===== src/rtl/intermediator_pkg.sv =====
// intermediator_pkg: shared FSM encoding and default timing for the intermediator window controller
// Contents: state_t (controller states), FADE_CYCLES_DEF, EOF_DELAY_DEF
package intermediator_pkg;
    typedef enum logic [2:0] {RUN, FADE, DRAIN, EOF_WAIT, FINAL_FADE, FINAL_DRAIN} state_t;
    localparam int FADE_CYCLES_DEF = 128;
    localparam int EOF_DELAY_DEF = 512;
endpackage


===== src/rtl/cycle_timer.sv =====
// cycle_timer: loadable down-counter shared by the fade and end-of-frame waits
// Ports: clk, rst (async, active high), load/load_val (load wins over dec),
//        dec (count down one, wrapping), value (current count),
//        zero (this cycle's decrement lands on zero)
module cycle_timer #(
    parameter int WIDTH = 10
) (
    input  logic             clk,
    input  logic             rst,
    input  logic             load,
    input  logic             dec,
    input  logic [WIDTH-1:0] load_val,
    output logic [WIDTH-1:0] value,
    output logic             zero
);
    always_ff @(posedge clk or posedge rst)
        if (rst) value <= '0;
        else if (load) value <= load_val;
        else if (dec) value <= value - WIDTH'(1);
    // Flagging one early makes a load of N give exactly N cycles in the timed state.
    assign zero = value == WIDTH'(1);
endmodule


===== src/rtl/intermediator_window_ctrl.sv =====
// intermediator_window_ctrl: half-buffer window flip/drain controller for the intermediator
// Ports: clk, rst (async, active high); row_valid/row from the multiplier lane;
//        eof end-of-matrix pulse; drain_valid/drain_row/drain_ready drain handshake;
//        row_reject (send row to overflow FIFO); stall (hold upstream);
//        done (final drain complete pulse); window_err (sticky protocol error)
// Option: define INTERMEDIATOR_WINDOW_CHECK_EN to build the window_err checker.
module intermediator_window_ctrl
    import intermediator_pkg::*;
#(
    parameter int INTERMEDIATOR_DEPTH = 1024,
    parameter int LOG2_INTERMEDIATOR_DEPTH = $clog2(INTERMEDIATOR_DEPTH - 1),
    parameter int FADE_CYCLES = FADE_CYCLES_DEF,
    parameter int EOF_DELAY = EOF_DELAY_DEF
) (
    input  logic                                clk,
    input  logic                                rst,
    input  logic                                row_valid,
    input  logic [LOG2_INTERMEDIATOR_DEPTH-1:0] row,
    input  logic                                eof,
    output logic                                drain_valid,
    output logic [LOG2_INTERMEDIATOR_DEPTH-1:0] drain_row,
    input  logic                                drain_ready,
    output logic                                row_reject,
    output logic                                stall,
    output logic                                done,
    output logic                                window_err
);
    localparam int W = LOG2_INTERMEDIATOR_DEPTH;
    state_t state, state_nx;
    logic [W-1:0] win_begin, win_end, tmr_load_val;
    logic eof_pending, eof_pending_nx, tmr_load, tmr_dec, tmr_zero, half_flip;
    logic closed, flip_req, drain_fire, drain_last;
    assign closed = win_begin == win_end;
    assign flip_req = row_valid && (row[W-1] != win_end[W-1]);
    assign row_reject = flip_req && !closed;
    assign drain_valid = state == DRAIN || state == FINAL_DRAIN;
    assign drain_row = win_begin;
    assign drain_fire = drain_valid && drain_ready;
    assign drain_last = (win_begin + W'(1)) == win_end;
    assign stall = state != RUN || eof_pending || row_reject;
    cycle_timer #(.WIDTH(W)) u_timer (
        .clk(clk),
        .rst(rst),
        .load(tmr_load),
        .dec(tmr_dec),
        .load_val(tmr_load_val),
        .value(),
        .zero(tmr_zero)
    );
    always_comb begin
        state_nx = state;
        eof_pending_nx = eof_pending || (eof && state != RUN);
        tmr_load = 1'b0;
        tmr_load_val = W'(FADE_CYCLES);
        tmr_dec = 1'b0;
        half_flip = 1'b0;
        case (state)
            RUN:
                if (flip_req && closed) begin
                    // A flip outranks a coincident eof, which waits as pending.
                    state_nx = FADE;
                    tmr_load = 1'b1;
                    half_flip = 1'b1;
                    eof_pending_nx = eof_pending || eof;
                end else if (eof || eof_pending) begin
                    state_nx = EOF_WAIT;
                    tmr_load = 1'b1;
                    tmr_load_val = W'(EOF_DELAY);
                    eof_pending_nx = 1'b0;
                end
            FADE, FINAL_FADE: begin
                tmr_dec = 1'b1;
                if (tmr_zero) state_nx = state == FADE ? DRAIN : FINAL_DRAIN;
            end
            DRAIN, FINAL_DRAIN:
                if (drain_fire && drain_last) state_nx = RUN;
            EOF_WAIT: begin
                tmr_dec = 1'b1;
                if (tmr_zero) begin
                    state_nx = FINAL_FADE;
                    tmr_load = 1'b1;
                    half_flip = 1'b1;
                end
            end
            default: state_nx = RUN;
        endcase
    end
    always_ff @(posedge clk or posedge rst)
        if (rst) begin
            state <= RUN;
            win_begin <= '0;
            win_end <= '0;
            eof_pending <= 1'b0;
            done <= 1'b0;
        end else begin
            state <= state_nx;
            eof_pending <= eof_pending_nx;
            done <= state == FINAL_DRAIN && drain_fire && drain_last;
            if (drain_fire) win_begin <= win_begin + W'(1);
            if (half_flip) win_end[W-1] <= ~win_end[W-1];
        end
`ifdef INTERMEDIATOR_WINDOW_CHECK_EN
    always_ff @(posedge clk or posedge rst)
        if (rst) window_err <= 1'b0;
        else if ((state != RUN && row_reject) || (state == DRAIN && flip_req)) window_err <= 1'b1;
`else
    assign window_err = 1'b0;
`endif
endmodule


===== config.mk =====
export PLATFORM = sky130hd
export DESIGN_NAME = intermediator_window_ctrl
export DESIGN_NICKNAME = d
export VERILOG_FILES = /design/src/rtl/intermediator_pkg.sv /design/src/rtl/cycle_timer.sv /design/src/rtl/intermediator_window_ctrl.sv
export SDC_FILE = /design/constraint.sdc
export NUM_CORES = 1
export LEC_CHECK = 0
export CAP_MARGIN = 20
export CORE_UTILIZATION = 45
export CTS_CLUSTER_DIAMETER = 200
export DETAILED_ROUTE_END_ITERATION = 10
export PLACE_DENSITY_LB_ADDON = 0.12
export SLEW_MARGIN = 15
export SYNTH_ARGS = -nofsm -noshare
export SYNTH_HDL_FRONTEND = slang
export SYNTH_SLANG_ARGS = --single-unit
export TNS_END_PERCENT = 30

===== constraint.sdc =====
create_clock -name clk -period 1.9 [get_ports clk]
set_clock_uncertainty 0.1 [all_clocks]
set_input_delay 0.19 -clock clk [delete_from_list [all_inputs] [get_ports clk]]
set_output_delay 0.19 -clock clk [all_outputs]
set_load 0.01 [all_outputs]

==> impl_results.md <==
- Dominant cells by area after synthesis: dfrtp_1 44%, xor2_1 6.5%, nor2_1 4.3%, xnor2_1 3.5%, nand2_1 2.8%
- Global route overflow: 0
- Fmax: 512 MHz
- Hold crit path type: in2async
- Outcome: complete, but fails checks
- CP Data Arrival Time: 1.66 ns
- Ys async rst share: 100%
- CTS hold repair buffers: 0
- Placement Rows: 20
- Share of cells above drive strength 1: 31.3%
- Final Power: 3.06 mW
- Detailed Route Iter0 Violations: 86
- Total placed cells including tap cells: 242
- Worst Setup End Kind: output port
- Layout Utilization: 69.4%
- CP required: 1.61 ns
- Leakage Power: 0.968 nW
- Nets: 230
- Core Area: between 3000 and 4000 um^2
- EDFF count, synth: 0
- Post-synthesis cell type count: between 40 and 50
- Vias in the first global route: approximately 1300
- Routed Wire Length: 3420 um
- Die area: 3540 um^2
- RSZ-0062 raised after global routing: true
- Final Critical Period: slightly below 2 ns
- TritonCTS clock tree: yes
- Clock Latency Late Sink: between 0.3 and 0.4 ns
- Syn. warnings: 9
- Final worst setup slack: -0.0520 ns
- Max cap viols: 0
- Syn Nets: 171
- DRT antenna net count: 0
- Max Root-Sink Buffers: 2
- Yosys top cell area share: 43.7%
- Top post-synthesis cells by count: 26 x dfrtp_1, 17 x nor2_1, 11 x nand2_1, 11 x xor2_1, 8 x nand3_1
- Kind of critical path: reg2out
- Pin count of the biggest net entering global routing: 27
- Chip height: between 50 and 60 um
- Total number of vias: 1313
- Slew Limit Fails: 0
- Dominant cell by count in the synthesized netlist: dfrtp_1
- DR WL/cell: roughly 13 um
- Synth Flop Type: dfrtp_1
- Starting density of the core: a little under half
- H-tree levels: 1
- Reg clk slew, reported paths: 0.15 ns
- Antenna cells: 0
- #FFs+latches synth: 26
- Violated checks: setup timing
- # DRC: 0
- First-pass GRT wire length: 5420 um
- Worst setup SP type: flop
- Hpwl dp: 2430 um
- Final Hold Viols: 0
- Clock sink count: 26
- GPL Wtd Cong: 0.746
- Finished Layout Cells: 255
- Tcrit/Tclk final: 103%
- Crit-path max FO: 3
- PortBufs: 19
- Worst vdd ir: 0.737 mV
- Root Buffer: clkbuf_4
- Die width: around 59 um
- Post-Syn Area per Cell: between 9 and 10 um^2
- Register area share after synthesis: 43.7%
- Post-Syn Area: 1490 um^2
- Via density: 5.15
- Total GRT Usage: 20.0%
- Boundary pin count: 30
- Gate Count Post-Synth: 153
- Area Overhead vs Synth: 44.7%
- Initial antenna violation count: 0
- CTS Buf Count: 3
- Area leader, netlist: dfrtp_1
- Initial DRT Pass Iterations: 4
- Pwr/cell area: 1420 nW/um^2
- Final-report setup violation count: 5
[registers in the layout, summed over array words and instances (netlist names)]
name,flops
drain_row,10
u_timer.value,10
state,3
done,1
eof_pending,1
win_end,1
[placed cells by master, fill, tap and decap left out, drive strengths merged, types with 2 or more instances in the layout]
cell type      instances
and2b                  2
nand2b                 3
nand3                  8
clkdlybuf4s50         16
or2                    2
nor4                   4
o31a                   2
o22ai                  2
clkbuf                 3
buf                   42
nor3b                  3
and2                   2
inv                    7
xor2                  11
nand2                 11
ha                     3
dfrtp                 26
mux2                   3
a21oi                  5
o21ai                  2
nand4                  7
xnor2                  6
nor3                   4
nor2                  17
[metal layers]
metal / wire length (um) / global-route usage (%) / vias up
met3: 94 / 3.49 / 0
met4: 0 / 5.32 / 0
met1: 1530 / 25.7 / 642
li1: - / - / 649
met5: 0 / 0 / -
met2: 1800 / 34.8 / 22
[kinds of logic after synthesis]
group / count (synthesis) / synth area share, %
AO/OA/AOI/OAI: 21 / 10.3
AND/OR/NAND/NOR: 69 / 25.6
other: 1 / 0.252
buffers and inverters: 12 / 3.78
flip-flops: 26 / 43.7
XOR/XNOR: 17 / 10.0
multiplexers: 4 / 3.78
adder cells (fa/ha/maj): 3 / 2.52
[final cells by class]
| class | count | area [um^2] |
|---|---|---|
| multi-input combinational | 115 | 871 |
| clock inverter | 1 | 30.0 |
| clock buffer | 3 | 22.5 |
| tap | 44 | 55.1 |
| sequential | 26 | 651 |
| timing repair buffer | 59 | 498 |
| inverter | 7 | 26.3 |
| fill | 264 | 950 |
[critical path, cell delays in order (launching register included)]
cell and delay [ns]:
dfrtp_1 0.43, buf_6 0.13, o22ai_1 0.05, and2_1 0.17, or3b_2 0.42, buf_2 0.15
[where the power goes]
group / leakage [nW] / internal [mW] / switching [mW] / total (mW)
Clock: 0.0279 / 0.213 / 0.171 / 0.384
Combinational: 0.612 / 0.978 / 0.803 / 1.78
Sequential: 0.328 / 0.741 / 0.158 / 0.899
Total: 0.968 / 1.93 / 1.13 / 3.06
[per-stage QoR]
stage	worst slack [ns]	instance area (um^2)	setup TNS (ns)	hold WS, ns
2_1_floorplan	0.0579	1490	0	0.130
3_3_place_gp	-0.237	1940	-1.62	0.401
3_5_place_dp	-0.304	1940	-2.84	0.392
4_1_cts	-0.102	2020	-0.401	0.108
5_1_grt	-0.144	2150	-1.29	0.131
6_report	-0.0520	2150	-0.231	0.106
[what timing repair did]
action                                  in CTS  in global routing
endpoints found under the setup margin       6                 16
pin swaps                                    2                 10
resized for setup                           13                 20
gates cloned                                 0                  0
setup buffers                                3                  6
[worst paths after layout]
kind	from	to	slack, ns	cells past startpoint
worst max-delay path	win_end[9]$_DFFE_PP0P_	stall	-0.05	5
worst min-delay path	rst	drain_row[0]$_DFFE_PP0P_	0.11	3
worst max register to register	drain_row[9]$_DFFE_PP0P_	state[1]$_DFFE_PP0P_	-0.05	7
worst min register to register	drain_row[7]$_DFFE_PP0P_	drain_row[7]$_DFFE_PP0P_	0.43	1
max in group asynchronous	rst	win_end[9]$_DFFE_PP0P_	1.34	3
min in group clk	drain_row[7]$_DFFE_PP0P_	drain_row[7]$_DFFE_PP0P_	0.43	1
No activity file was read; power rests on OpenSTA's default activity.
